<file path="config.mk">
export PLATFORM = sky130hd
export DESIGN_NAME = i2c_register_bank
export DESIGN_NICKNAME = d
export VERILOG_FILES = /design/src/rtl/i2c_register_bank.sv
export SDC_FILE = /design/constraint.sdc
export NUM_CORES = 1
export LEC_CHECK = 0
export ABC_AREA = 1
export ABC_CLOCK_PERIOD_IN_PS = 2200
export BUFFER_PORTS_ARGS = -buffer_cell sky130_fd_sc_hd__buf_2
export CAP_MARGIN = 20
export CORE_ASPECT_RATIO = 1.75
export CORE_MARGIN = 2
export CORE_UTILIZATION = 48
export DETAILED_ROUTE_END_ITERATION = 7
export MAX_ROUTING_LAYER = met4
export PLACE_DENSITY = 0.88
export SYNTH_ARGS = -nofsm -noshare
export SYNTH_HDL_FRONTEND = slang
export SYNTH_SLANG_ARGS = --single-unit
</file>
<file path="constraint.sdc">
create_clock -name i_sys_clk -period 2.2 [get_ports i_sys_clk]
set_input_delay 0.44 -clock i_sys_clk [delete_from_list [all_inputs] [get_ports i_sys_clk]]
set_output_delay 0.44 -clock i_sys_clk [all_outputs]
set_load 0.01 [all_outputs]
</file>
<file path="src/rtl/i2c_register_bank.sv">
// Byte-wide register bank serving a peripheral's register read/write handshakes.
//
// state       | meaning
// ------------+----------------------------------------------------------
// ST_IDLE     | waiting for a write (has priority) or a read request
// ST_WR_ACK   | write done at the entry edge; o_write_ack high this cycle
// ST_RD_WAIT  | read latency down-counter running; abort if enable drops
// ST_RD_VALID | o_read_data held, o_read_valid high until ack or abandon
module i2c_register_bank #(
   parameter int                    NUM_REGS     = 16,
   parameter int                    READ_LATENCY = 1,
   parameter logic [NUM_REGS-1:0]   RO_MASK      = '0,
   parameter logic [NUM_REGS*8-1:0] RESET_VALUES = '0
) (
   input  logic                    i_sys_clk,
   input  logic                    i_rst_n,
   input  logic [7:0]              i_register_address,
   input  logic                    i_read_enable,
   output logic [7:0]              o_read_data,
   output logic                    o_read_valid,
   input  logic                    i_read_ack,
   input  logic [7:0]              i_write_data,
   input  logic                    i_write_valid,
   output logic                    o_write_ack,
   input  logic [NUM_REGS*8-1:0]   i_ro_data,
   output logic [NUM_REGS*8-1:0]   o_regs,
   output logic [NUM_REGS-1:0]     o_write_strobe
);

   typedef enum logic [1:0] {
      ST_IDLE     = 2'd0,
      ST_WR_ACK   = 2'd1,
      ST_RD_WAIT  = 2'd2,
      ST_RD_VALID = 2'd3
   } state_t;

   localparam logic [1:0] LAT = 2'(READ_LATENCY);

   state_t              state_q, state_d;
   logic [7:0]          addr_q, addr_d;
   logic [1:0]          wait_cnt_q, wait_cnt_d;
   logic [7:0]          rd_data_q, rd_data_d;
   logic [NUM_REGS-1:0] strobe_q, strobe_d;
   logic [7:0]          regs_q [NUM_REGS];
   logic [7:0]          regs_d [NUM_REGS];
   logic [7:0]          sel_addr;
   logic [7:0]          rd_sel;

   // Read address: live bus address when a zero-latency read is captured from IDLE.
   always_comb begin
      sel_addr = (state_q == ST_IDLE) ? i_register_address : addr_q;
   end

   // Read mux; unmatched addresses (>= NUM_REGS, no wrap) read as zero.
   always_comb begin
      rd_sel = 8'h00;
      for (int i = 0; i < NUM_REGS; i++) begin
         if (sel_addr == 8'(i)) begin
            rd_sel = RO_MASK[i] ? i_ro_data[8*i +: 8] : regs_q[i];
         end
      end
   end

   // Write decode: RO and out-of-range writes leave storage and strobes untouched.
   always_comb begin
      strobe_d = '0;
      for (int i = 0; i < NUM_REGS; i++) begin
         regs_d[i] = regs_q[i];
      end
      if (state_q == ST_IDLE && i_write_valid) begin
         for (int i = 0; i < NUM_REGS; i++) begin
            if (i_register_address == 8'(i) && !RO_MASK[i]) begin
               regs_d[i]   = i_write_data;
               strobe_d[i] = 1'b1;
            end
         end
      end
   end

   // Next-state logic and read capture.
   always_comb begin
      state_d    = state_q;
      addr_d     = addr_q;
      wait_cnt_d = wait_cnt_q;
      rd_data_d  = rd_data_q;
      case (state_q)
         ST_IDLE: begin
            if (i_write_valid) begin
               addr_d  = i_register_address;
               state_d = ST_WR_ACK;
            end else if (i_read_enable) begin
               addr_d = i_register_address;
               if (LAT == 2'd0) begin
                  rd_data_d = rd_sel;
                  state_d   = ST_RD_VALID;
               end else begin
                  wait_cnt_d = LAT;
                  state_d    = ST_RD_WAIT;
               end
            end
         end
         ST_WR_ACK: begin
            state_d = ST_IDLE;
         end
         ST_RD_WAIT: begin
            if (!i_read_enable) begin
               state_d = ST_IDLE;
            end else if (wait_cnt_q == 2'd1) begin
               rd_data_d = rd_sel;
               state_d   = ST_RD_VALID;
            end else begin
               wait_cnt_d = wait_cnt_q - 2'd1;
            end
         end
         ST_RD_VALID: begin
            if (i_read_ack || !i_read_enable) begin
               state_d = ST_IDLE;
            end
         end
         default: begin
            state_d = ST_IDLE;
         end
      endcase
   end

   // State, capture and storage registers.
   always_ff @(posedge i_sys_clk or negedge i_rst_n) begin
      if (!i_rst_n) begin
         state_q    <= ST_IDLE;
         addr_q     <= 8'h00;
         wait_cnt_q <= 2'd0;
         rd_data_q  <= 8'h00;
         strobe_q   <= '0;
         for (int i = 0; i < NUM_REGS; i++) begin
            regs_q[i] <= RESET_VALUES[8*i +: 8];
         end
      end else begin
         state_q    <= state_d;
         addr_q     <= addr_d;
         wait_cnt_q <= wait_cnt_d;
         rd_data_q  <= rd_data_d;
         strobe_q   <= strobe_d;
         for (int i = 0; i < NUM_REGS; i++) begin
            regs_q[i] <= regs_d[i];
         end
      end
   end

   for (genvar gi = 0; gi < NUM_REGS; gi++) begin : g_out
      assign o_regs[8*gi +: 8] = RO_MASK[gi] ? 8'h00 : regs_q[gi];
   end

   assign o_read_data    = rd_data_q;
   assign o_read_valid   = (state_q == ST_RD_VALID);
   assign o_write_ack    = (state_q == ST_WR_ACK);
   assign o_write_strobe = strobe_q;

endmodule

</file>
==> results of run 1 <==
[registers in the layout, indices dropped and copies added (netlist names)]
register        cells
addr_q              8
o_read_data         8
o_regs            128
o_write_strobe     16
state_q             2
wait_cnt_q          2
[layout by cell type (no fill, tap or decap), types with 2 or more instances in the layout]
| master | instances |
|---|---|
| clkinvlp_4 | 3 |
| inv_2 | 10 |
| nor2_1 | 70 |
| nor3_1 | 4 |
| buf_4 | 65 |
| nand2_2 | 7 |
| nand3_1 | 30 |
| nand2_1 | 234 |
| buf_2 | 173 |
| mux2_2 | 5 |
| buf_6 | 8 |
| nand3_2 | 12 |
| inv_4 | 2 |
| inv_1 | 70 |
| nor3_2 | 3 |
| nand3_4 | 2 |
| nand4_1 | 23 |
| nor2_2 | 13 |
| o21ai_0 | 142 |
| buf_12 | 6 |
| dfrtp_1 | 162 |
| nand2_4 | 11 |
| clkbuf_8 | 3 |
| clkbuf_16 | 18 |
| bufinv_16 | 4 |
| dfrtp_2 | 2 |
| a21oi_1 | 12 |
| inv_6 | 3 |
| nor2_4 | 5 |
[cell type report]
| type | instances | area (um2) | area share [%] |
|---|---|---|---|
| sequential | 164 | 4110 | 42.0 |
| multi-input combinational | 582 | 2880 | 29.4 |
| timing repair buffer | 254 | 1600 | 16.3 |
| clock buffer | 20 | 467 | 4.77 |
| inverter | 84 | 333 | 3.40 |
| tap | 183 | 229 | 2.34 |
| clock inverter | 11 | 174 | 1.78 |
[worst max-delay path by stage]
stage,startpoint,to,cells after the start
2_1_floorplan,state_q[1]$_DFFE_PN0P_,o_read_data[1]$_DFFE_PN0P_,15
3_3_place_gp,i_register_address[4],o_read_data[4]$_DFFE_PN0P_,18
3_5_place_dp,state_q[0]$_DFFE_PN0P_,o_read_data[4]$_DFFE_PN0P_,15
4_1_cts,state_q[0]$_DFFE_PN0P_,o_read_data[3]$_DFFE_PN0P_,15
5_1_grt,state_q[1]$_DFFE_PN0P_,o_read_data[0]$_DFFE_PN0P_,18
6_report,state_q[1]$_DFFE_PN0P_,o_read_data[4]$_DFFE_PN0P_,18
[worst max-delay path, stage by stage, from the launching register on]
cell and delay (ns):
dfrtp_2 0.45, nor2_4 0.22, buf_6 0.14, nand2_4 0.04, nand2_4 0.11, buf_6 0.13
nor2_8 0.05, inv_4 0.07, nor3_2 0.04, buf_4 0.16, nand2_1 0.07, nand4_1 0.16
nor2_1 0.16, nand4_1 0.11, nor2_2 0.17, buf_4 0.14, nand4_1 0.12, nand2_1 0.09
nand2_1 0.05
[timing repair]
action / CTS / global route
gates resized for setup: 28 / 41
buffers inserted: 3 / 13
gates cloned: 0 / 1
pin swaps: 15 / 33
hold endpoints to repair: 47 / 0
setup endpoints to repair: 8 / 50
hold buffers: 1 / 0
[power by group]
group          internal, mW  switching (mW)
Combinational          1.53            2.07
Clock                  1.99            1.24
Sequential             3.29           0.222
[logic make-up (layout without fill, tap and decap cells)]
kind of cell               Yosys count  count (layout)  share of synthesized area [%]
and+or+nand+nor                    417             417                           25.1
DFF                                164             164                           56.9
AOI/OAI and AO/OA                  159             159                           11.2
buffers and inverters              111             369                           5.93
muxes                                5               5                          0.780
adders and majority gates            1               1                          0.173
[metal layers]
| metal | vias up | track usage (%) |
|---|---|---|
| met3 | 109 | 5.89 |
| li1 | 3271 | - |
| met4 | 0 | 19.1 |
| met5 | - | - |
| met2 | 494 | 50.7 |
| met1 | 3433 | 38.7 |
[synth_stat cells (all sizes together)]
library cell,instances
nand2,253
dfrtp,164
o21ai,143
nor2,89
inv,84
nand3,44
clkbuf,25
nand4,23
a21oi,12
nor3,7
mux2,5
buf,2
a2111oi,1
ha,1
o2111ai,1
o21a,1
o22ai,1
or3,1
[metrics by stage]
stage                     power (mW)  cell area [um2]  utilization [%]  setup TNS, ns
after detailed placement        6.36             8750             59.3          -2.34
after floorplan                 5.01             7220                -              0
after global placement          6.28             8750             59.3          -1.90
after global routing            10.7             9790             66.3          -3.42
final                           10.3             9790             66.3          -2.60
after CTS                       9.74             9520             64.5          -1.63
==> flow_summary.html, run 1 <==
<table>
<tr><th>Metric</th><th>Value</th></tr>
<tr><th colspan="2">Synth</th></tr>
<tr><td>Post-Syn Area per Cell</td><td>8.42 um2</td></tr>
<tr><td>Number of distinct standard cells referenced by the synthesized netlist</td><td>28</td></tr>
<tr><td>Share of the synthesized area in the top cell type</td><td>56.9%</td></tr>
<tr><td>Synth Net Count</td><td>1,007</td></tr>
<tr><td>Cell taking the most area after synthesis</td><td>dfrtp_1</td></tr>
<tr><td>Flip-flop and latch count after synthesis</td><td>164</td></tr>
<tr><td>Syn. warnings</td><td>0</td></tr>
<tr><td>Combined area of all synthesized cells</td><td>0.00722 mm2</td></tr>
<tr><td>Part of the Yosys area used for sequential elements</td><td>56.9%</td></tr>
<tr><td>Cell types occupying the most area after synthesis</td><td>dfrtp_1, nand2_1, o21ai_0</td></tr>
<tr><td>Synthesized instance count</td><td>857</td></tr>
<tr><th colspan="2">STA</th></tr>
<tr><td>Pin slew with the least headroom to its limit</td><td>0.654 ns</td></tr>
<tr><td>Post-route fraction of the period consumed by the critical path</td><td>118%</td></tr>
<tr><td>Final period demand of the worst path</td><td>2.59 ns</td></tr>
<tr><td>Final max-slew violation count</td><td>0</td></tr>
<tr><td>Final setup violation count</td><td>8</td></tr>
<tr><td>Worst Skew</td><td>0.0148 ns</td></tr>
<tr><td>Final setup slack of the worst path</td><td>-0.391 ns</td></tr>
<tr><td>Final count of hold timing violations</td><td>0</td></tr>
<tr><td>Achievable clock frequency</td><td>386 MHz</td></tr>
<tr><td>Final hold slack</td><td>0.282 ns</td></tr>
<tr><td>RSZ-0062 raised after global routing</td><td>true</td></tr>
<tr><td>Worst relative slew slack</td><td>56.4%</td></tr>
<tr><th colspan="2">CTS</th></tr>
<tr><td>Number of sinks driven by the clock tree</td><td>164</td></tr>
<tr><td>Worst-case clock buffer depth</td><td>2</td></tr>
<tr><td>Clock-pin slew reported for the worst setup and hold paths after clock tree synthesis</td><td>0.07 ns</td></tr>
<tr><td>Number of CTS-inserted buffers</td><td>17</td></tr>
<tr><td>Maximum level of the CTS H-tree</td><td>4</td></tr>
<tr><td>Clock tree from TritonCTS</td><td>yes</td></tr>
<tr><td>Insertion delay of the later-clocked pin in the worst-skew pair</td><td>0.44 ns</td></tr>
<tr><td>Cell at the root of the clock tree</td><td>clkbuf_16</td></tr>
<tr><th colspan="2">Floorplan</th></tr>
<tr><td>Area inside the core boundary</td><td>0.0148 mm2</td></tr>
<tr><td>Width of the die</td><td>96.7 um</td></tr>
<tr><td>Site Rows</td><td>59</td></tr>
<tr><td>Num ports</td><td>303</td></tr>
<tr><td>DIE AREA</td><td>0.0161 mm2</td></tr>
<tr><td>Initial cell density of the core</td><td>48.9%</td></tr>
<tr><td>Vert. Die Dim</td><td>166 um</td></tr>
<tr><th colspan="2">Worst setup path</th></tr>
<tr><td>Critical path required time</td><td>2.52 ns</td></tr>
<tr><td>Reg2Reg Launch Point</td><td>state_q[1]$_DFFE_PN0P_</td></tr>
<tr><td>CP Class</td><td>register to register</td></tr>
<tr><td>Capturing point of the worst reg2reg path</td><td>o_read_data[4]$_DFFE_PN0P_</td></tr>
<tr><td>Maximum fanout along the worst path</td><td>7</td></tr>
<tr><td>Register-to-register setup slack</td><td>-0.39 ns</td></tr>
<tr><td>Critical Path Sink Type</td><td>register</td></tr>
<tr><td>Worst Setup Start Kind</td><td>register</td></tr>
<tr><td>Cells on worst reg2reg path</td><td>18</td></tr>
<tr><td>Arrival time worst endpoint</td><td>2.91 ns</td></tr>
<tr><th colspan="2">Final layout</th></tr>
<tr><td>Antenna cells</td><td>0</td></tr>
<tr><td>Final Instance Count excl. Fillers</td><td>1,298</td></tr>
<tr><td>Signed area change from the synthesized netlist to the final layout</td><td>35.6%</td></tr>
<tr><td>Proportion of layout cells with a drive suffix above 1</td><td>32.4%</td></tr>
<tr><td>Final #Nets</td><td>1,253</td></tr>
<tr><td>Number of inserted filler cells in the final layout</td><td>1,126</td></tr>
<tr><th colspan="2">Drt</th></tr>
<tr><td>Post-DR wirelength/cell</td><td>19.6 um</td></tr>
<tr><td>Number of vias per cell</td><td>5.63</td></tr>
<tr><td>Post-route met1 wirelength</td><td>9.12 mm</td></tr>
<tr><td>Number of design rule violations left after detail routing</td><td>0</td></tr>
<tr><td>Length of routed met3 wiring</td><td>2.45 mm</td></tr>
<tr><td>Detail Route Antenna Nets</td><td>0</td></tr>
<tr><td>Initial DRC Count</td><td>696</td></tr>
<tr><td>Top Metal Used</td><td>met4</td></tr>
<tr><td>Number of search-and-repair iterations in the first detailed-routing pass</td><td>5</td></tr>
<tr><td>Total vias in the final route</td><td>7,307</td></tr>
<tr><td>Routed wire length</td><td>25.4 mm</td></tr>
<tr><td>Routed length on met2</td><td>12.1 mm</td></tr>
<tr><th colspan="2">Outcome</th></tr>
<tr><td>Failing checks</td><td>setup timing</td></tr>
<tr><td>Run status</td><td>finished with violations</td></tr>
<tr><th colspan="2">Hold path</th></tr>
<tr><td>Hold wc startpoint</td><td>i_read_enable</td></tr>
<tr><td>Hold endpoint</td><td>state_q[1]$_DFFE_PN0P_</td></tr>
<tr><td>Min-Delay Path Depth</td><td>3</td></tr>
<tr><td>Hold/Removal Path Class</td><td>input pin to register</td></tr>
<tr><th colspan="2">Flow run</th></tr>
<tr><td>Maximum capacitance violations</td><td>0</td></tr>
<tr><th colspan="2">Placed design</th></tr>
<tr><td>Placed Cells</td><td>1,249</td></tr>
<tr><td>Worst slack after detailed placement</td><td>-0.383 ns</td></tr>
<tr><td>Routability congestion estimate from global placement</td><td>0.962</td></tr>
<tr><td>Total of buffers placed on input and output ports</td><td>174</td></tr>
<tr><td>Half-perimeter wire length after placement</td><td>18.1 mm</td></tr>
<tr><th colspan="2">Global route</th></tr>
<tr><td>Initial antenna violation count</td><td>0</td></tr>
<tr><td>Global-route wire length before repair</td><td>38.9 mm</td></tr>
<tr><td>GRT Residual Overflow</td><td>0</td></tr>
<tr><td>Pin count of the biggest net entering global routing</td><td>64</td></tr>
<tr><td>Aggregate global-route resource usage</td><td>32.2%</td></tr>
<tr><td>Number of global-route vias before repair</td><td>7,072</td></tr>
<tr><th colspan="2">Power and ir drop</th></tr>
<tr><td>Worst vdd rail ir drop</td><td>0.000595 V</td></tr>
<tr><td>Static leakage power</td><td>5.21 nW</td></tr>
<tr><td>Power Dens Cells</td><td>1060 mW/mm2</td></tr>
</table>
(Power assumes the default switching activity.)
==> run 2: changes to the inputs <==
--- a/config.mk
+++ b/config.mk
@@ -13,6 +13,7 @@
 export CORE_MARGIN = 2
 export CORE_UTILIZATION = 48
 export DETAILED_ROUTE_END_ITERATION = 7
+export GPL_TIMING_DRIVEN = 0
 export MAX_ROUTING_LAYER = met4
 export PLACE_DENSITY = 0.88
 export SYNTH_ARGS = -nofsm -noshare
==> run 2 against run 1 <==
The flow finishes with violations (DRC, setup timing). Highest routed layer unchanged. Via count grew 4.7%. Register-to-register slack lost 0.02 ns. First-iteration DRC count grew 44%.
==> flow_summary.html, run 2 (same netlist as run 1, synthesis figures left out) <==
<table>
<tr><th>Metric</th><th>Value</th></tr>
<tr><th colspan="2">Global route</th></tr>
<tr><td>Global-route wire length before repair</td><td>40.6 mm</td></tr>
<tr><td>Aggregate global-route resource usage</td><td>33.6%</td></tr>
<tr><td>Number of global-route vias before repair</td><td>7,374</td></tr>
<tr><td>GRT Residual Overflow</td><td>0</td></tr>
<tr><td>Pin count of the biggest net entering global routing</td><td>130</td></tr>
<tr><td>Initial antenna violation count</td><td>0</td></tr>
<tr><th colspan="2">Final layout</th></tr>
<tr><td>Leading cell types in the layout, fill and taps excluded</td><td>nand2_1, buf_2, dfrtp_1</td></tr>
<tr><td>Most common library cell in the layout ignoring fill and taps</td><td>nand2_1</td></tr>
<tr><td>Fraction of the core area covered by cells at the end of the flow</td><td>65.3%</td></tr>
<tr><td>Final Instance Count excl. Fillers</td><td>1,278</td></tr>
<tr><td>Proportion of layout cells with a drive suffix above 1</td><td>31.0%</td></tr>
<tr><td>Largest register FFs</td><td>128</td></tr>
<tr><td>Final #Nets</td><td>1,232</td></tr>
<tr><td>Antenna cells</td><td>0</td></tr>
<tr><td>Signed area change from the synthesized netlist to the final layout</td><td>33.5%</td></tr>
<tr><th colspan="2">CTS</th></tr>
<tr><td>Insertion delay of the later-clocked pin in the worst-skew pair</td><td>0.44 ns</td></tr>
<tr><td>Number of CTS-inserted buffers</td><td>17</td></tr>
<tr><td>Cell at the root of the clock tree</td><td>clkbuf_16</td></tr>
<tr><td>Clock-pin slew reported for the worst setup and hold paths after clock tree synthesis</td><td>0.07 ns</td></tr>
<tr><td>Number of sinks driven by the clock tree</td><td>164</td></tr>
<tr><td>Worst-case clock buffer depth</td><td>2</td></tr>
<tr><td>Maximum level of the CTS H-tree</td><td>4</td></tr>
<tr><td>Clock tree from TritonCTS</td><td>yes</td></tr>
<tr><th colspan="2">Worst setup path</th></tr>
<tr><td>Worst Setup Start Kind</td><td>register</td></tr>
<tr><td>Most Frequent Cell on Critical Path</td><td>nor2_4</td></tr>
<tr><td>Slowest cell on crit path</td><td>dfrtp_2</td></tr>
<tr><td>Cell-by-cell trace of the critical path</td><td>nor2_4 -&gt; buf_6 -&gt; nand2_4 -&gt; nand2_8 -&gt; nor2_4 -&gt; nand2_2 -&gt; nor2_4 -&gt; nand2_1 -&gt; nand4_1 -&gt; nor2_1 -&gt; nand4_1 -&gt; nor2_4 -&gt; nand4_1 -&gt; nand2_1 -&gt; nand2_1</td></tr>
<tr><td>CP Class</td><td>register to register</td></tr>
<tr><td>Critical path required time</td><td>2.52 ns</td></tr>
<tr><td>Maximum fanout along the worst path</td><td>8</td></tr>
<tr><td>Largest stage delay, worst path</td><td>0.49 ns</td></tr>
<tr><td>Critical Path Sink Type</td><td>register</td></tr>
<tr><td>Arrival time worst endpoint</td><td>2.93 ns</td></tr>
<tr><th colspan="2">Placed design</th></tr>
<tr><td>Half-perimeter wire length after placement</td><td>18.5 mm</td></tr>
<tr><td>Placed Cells</td><td>1,215</td></tr>
<tr><td>Routability congestion estimate from global placement</td><td>0.988</td></tr>
<tr><td>Total of buffers placed on input and output ports</td><td>174</td></tr>
<tr><th colspan="2">STA</th></tr>
<tr><td>RSZ-0062 raised after global routing</td><td>true</td></tr>
<tr><td>Final setup slack of the worst path</td><td>-0.407 ns</td></tr>
<tr><td>Worst relative slew slack</td><td>39.2%</td></tr>
<tr><td>Post-route fraction of the period consumed by the critical path</td><td>119%</td></tr>
<tr><td>Final count of hold timing violations</td><td>0</td></tr>
<tr><td>Pin slew with the least headroom to its limit</td><td>0.888 ns</td></tr>
<tr><td>Fin Setup TNS</td><td>-3.59 ns</td></tr>
<tr><td>Worst Skew</td><td>0.00999 ns</td></tr>
<tr><td>Achievable clock frequency</td><td>384 MHz</td></tr>
<tr><td>Final setup violation count</td><td>35</td></tr>
<tr><td>Final max-slew violation count</td><td>0</td></tr>
<tr><td>Final period demand of the worst path</td><td>2.61 ns</td></tr>
<tr><th colspan="2">Power and ir drop</th></tr>
<tr><td>Worst vdd rail ir drop</td><td>0.000638 V</td></tr>
<tr><td>Total power consumption of the routed design</td><td>10.2 mW</td></tr>
<tr><td>Power Dens Cells</td><td>1060 mW/mm2</td></tr>
<tr><td>Static leakage power</td><td>5.03 nW</td></tr>
<tr><th colspan="2">Drt</th></tr>
<tr><td>Number of search-and-repair iterations in the first detailed-routing pass</td><td>8</td></tr>
<tr><td>Routed wire length</td><td>28.0 mm</td></tr>
<tr><td>Total vias in the final route</td><td>7,651</td></tr>
<tr><td>Detail Route Antenna Nets</td><td>0</td></tr>
<tr><td>Number of design rule violations left after detail routing</td><td>5</td></tr>
<tr><td>Post-DR wirelength/cell</td><td>21.9 um</td></tr>
<tr><td>Initial DRC Count</td><td>1,004</td></tr>
<tr><td>Number of vias per cell</td><td>5.99</td></tr>
<tr><th colspan="2">Floorplan</th></tr>
<tr><td>Num ports</td><td>303</td></tr>
<tr><td>DIE AREA</td><td>0.0161 mm2</td></tr>
<tr><td>Initial cell density of the core</td><td>48.9%</td></tr>
<tr><td>Site Rows</td><td>59</td></tr>
<tr><td>Vert. Die Dim</td><td>166 um</td></tr>
<tr><td>Width of the die</td><td>96.7 um</td></tr>
<tr><td>Area inside the core boundary</td><td>0.0148 mm2</td></tr>
<tr><th colspan="2">Flow run</th></tr>
<tr><td>Maximum capacitance violations</td><td>0</td></tr>
<tr><th colspan="2">Outcome</th></tr>
<tr><td>Failing checks</td><td>DRC, setup timing</td></tr>
<tr><td>Run status</td><td>finished with violations</td></tr>
<tr><th colspan="2">Hold path</th></tr>
<tr><td>Hold/Removal Path Class</td><td>input pin to register</td></tr>
</table>
[run 2: cell types whose count changed in the layout (fill, tap and decap cells not counted), moves of 4 or more]
cell      previous run  this run
clkbuf_1             0        21
inv_1               70        75
buf_4               65        21
inv_2               10         4
nor2_4               5        14
clkbuf_2             0         4
buf_12               6         1
nand2_1            234       229
nor2_1              70        56
clkinv_4             1         5
nor2_2              13        18
[run 2: per-stage QoR]
step / setup WS, ns / hold WS [ns] / instance area [um2]
after floorplan: 0.294 / 0.144 / 7220
after global placement: -1.70 / 0.462 / 8320
after detailed placement: -0.575 / 0.331 / 8360
after CTS: -0.243 / 0.265 / 9310
after global routing: -0.525 / 0.260 / 9640
final: -0.407 / 0.252 / 9640
[run 2: critical path: cells and delay by family (launching register included)]
family | cells | cell delay, ns
buf+inv | 1 | 0.16
flops | 1 | 0.49
simple gates | 14 | 1.84
[run 2: power breakdown]
group	internal [mW]	total, mW	switching [mW]
logic	1.30	3.69	2.40
clock network	1.68	2.97	1.29
registers	3.29	3.53	0.243
total	6.27	10.2	3.93
[run 2: layout make-up]
cell class | instances | area (um2)
multi-input combinational | 583 | 3090
tap | 183 | 229
fill | 1143 | 5130
buffer | 26 | 118
clock inverter | 14 | 154
timing repair buffer | 205 | 1170
clock buffer | 18 | 429
sequential | 164 | 4110
timing repair inverter | 1 | 3.75
inverter | 84 | 340
[run 2: routing by layer]
layer / global-route usage [%] / part of all wire [%] / vias to the layer above
li1: - / - / 3242
met1: 38.6 / 34 / 3599
met2: 51.7 / 47 / 615
met3: 8.67 / 11 / 195
met4: 22.5 / 8.3 / 0
met5: - / 0 / -
[run 2: final timing paths]
kind,depth (start not counted),end,startpoint,slack (ns)
min in group asynchronous,2,o_write_strobe[7]$_DFF_PN0_,i_rst_n,0.46
hold / removal,2,addr_q[6]$_DFFE_PN0P_,i_register_address[6],0.25
max in group asynchronous,3,state_q[0]$_DFFE_PN0P_,i_rst_n,0.80
hold reg to reg,2,o_read_data[0]$_DFFE_PN0P_,o_read_data[0]$_DFFE_PN0P_,0.48
setup reg to reg,15,o_read_data[4]$_DFFE_PN0P_,state_q[1]$_DFFE_PN0P_,-0.41
setup / recovery,15,o_read_data[4]$_DFFE_PN0P_,state_q[1]$_DFFE_PN0P_,-0.41
[run 2: what timing repair did]
action                                 in CTS  in global routing
gates cloned                                2                  1
hold buffers                                1                  0
setup endpoints to repair                  20                133
setup buffers                              20                  8
pin swaps                                  31                 42
endpoints found under the hold margin      35                  0
resized for setup                          57                 67
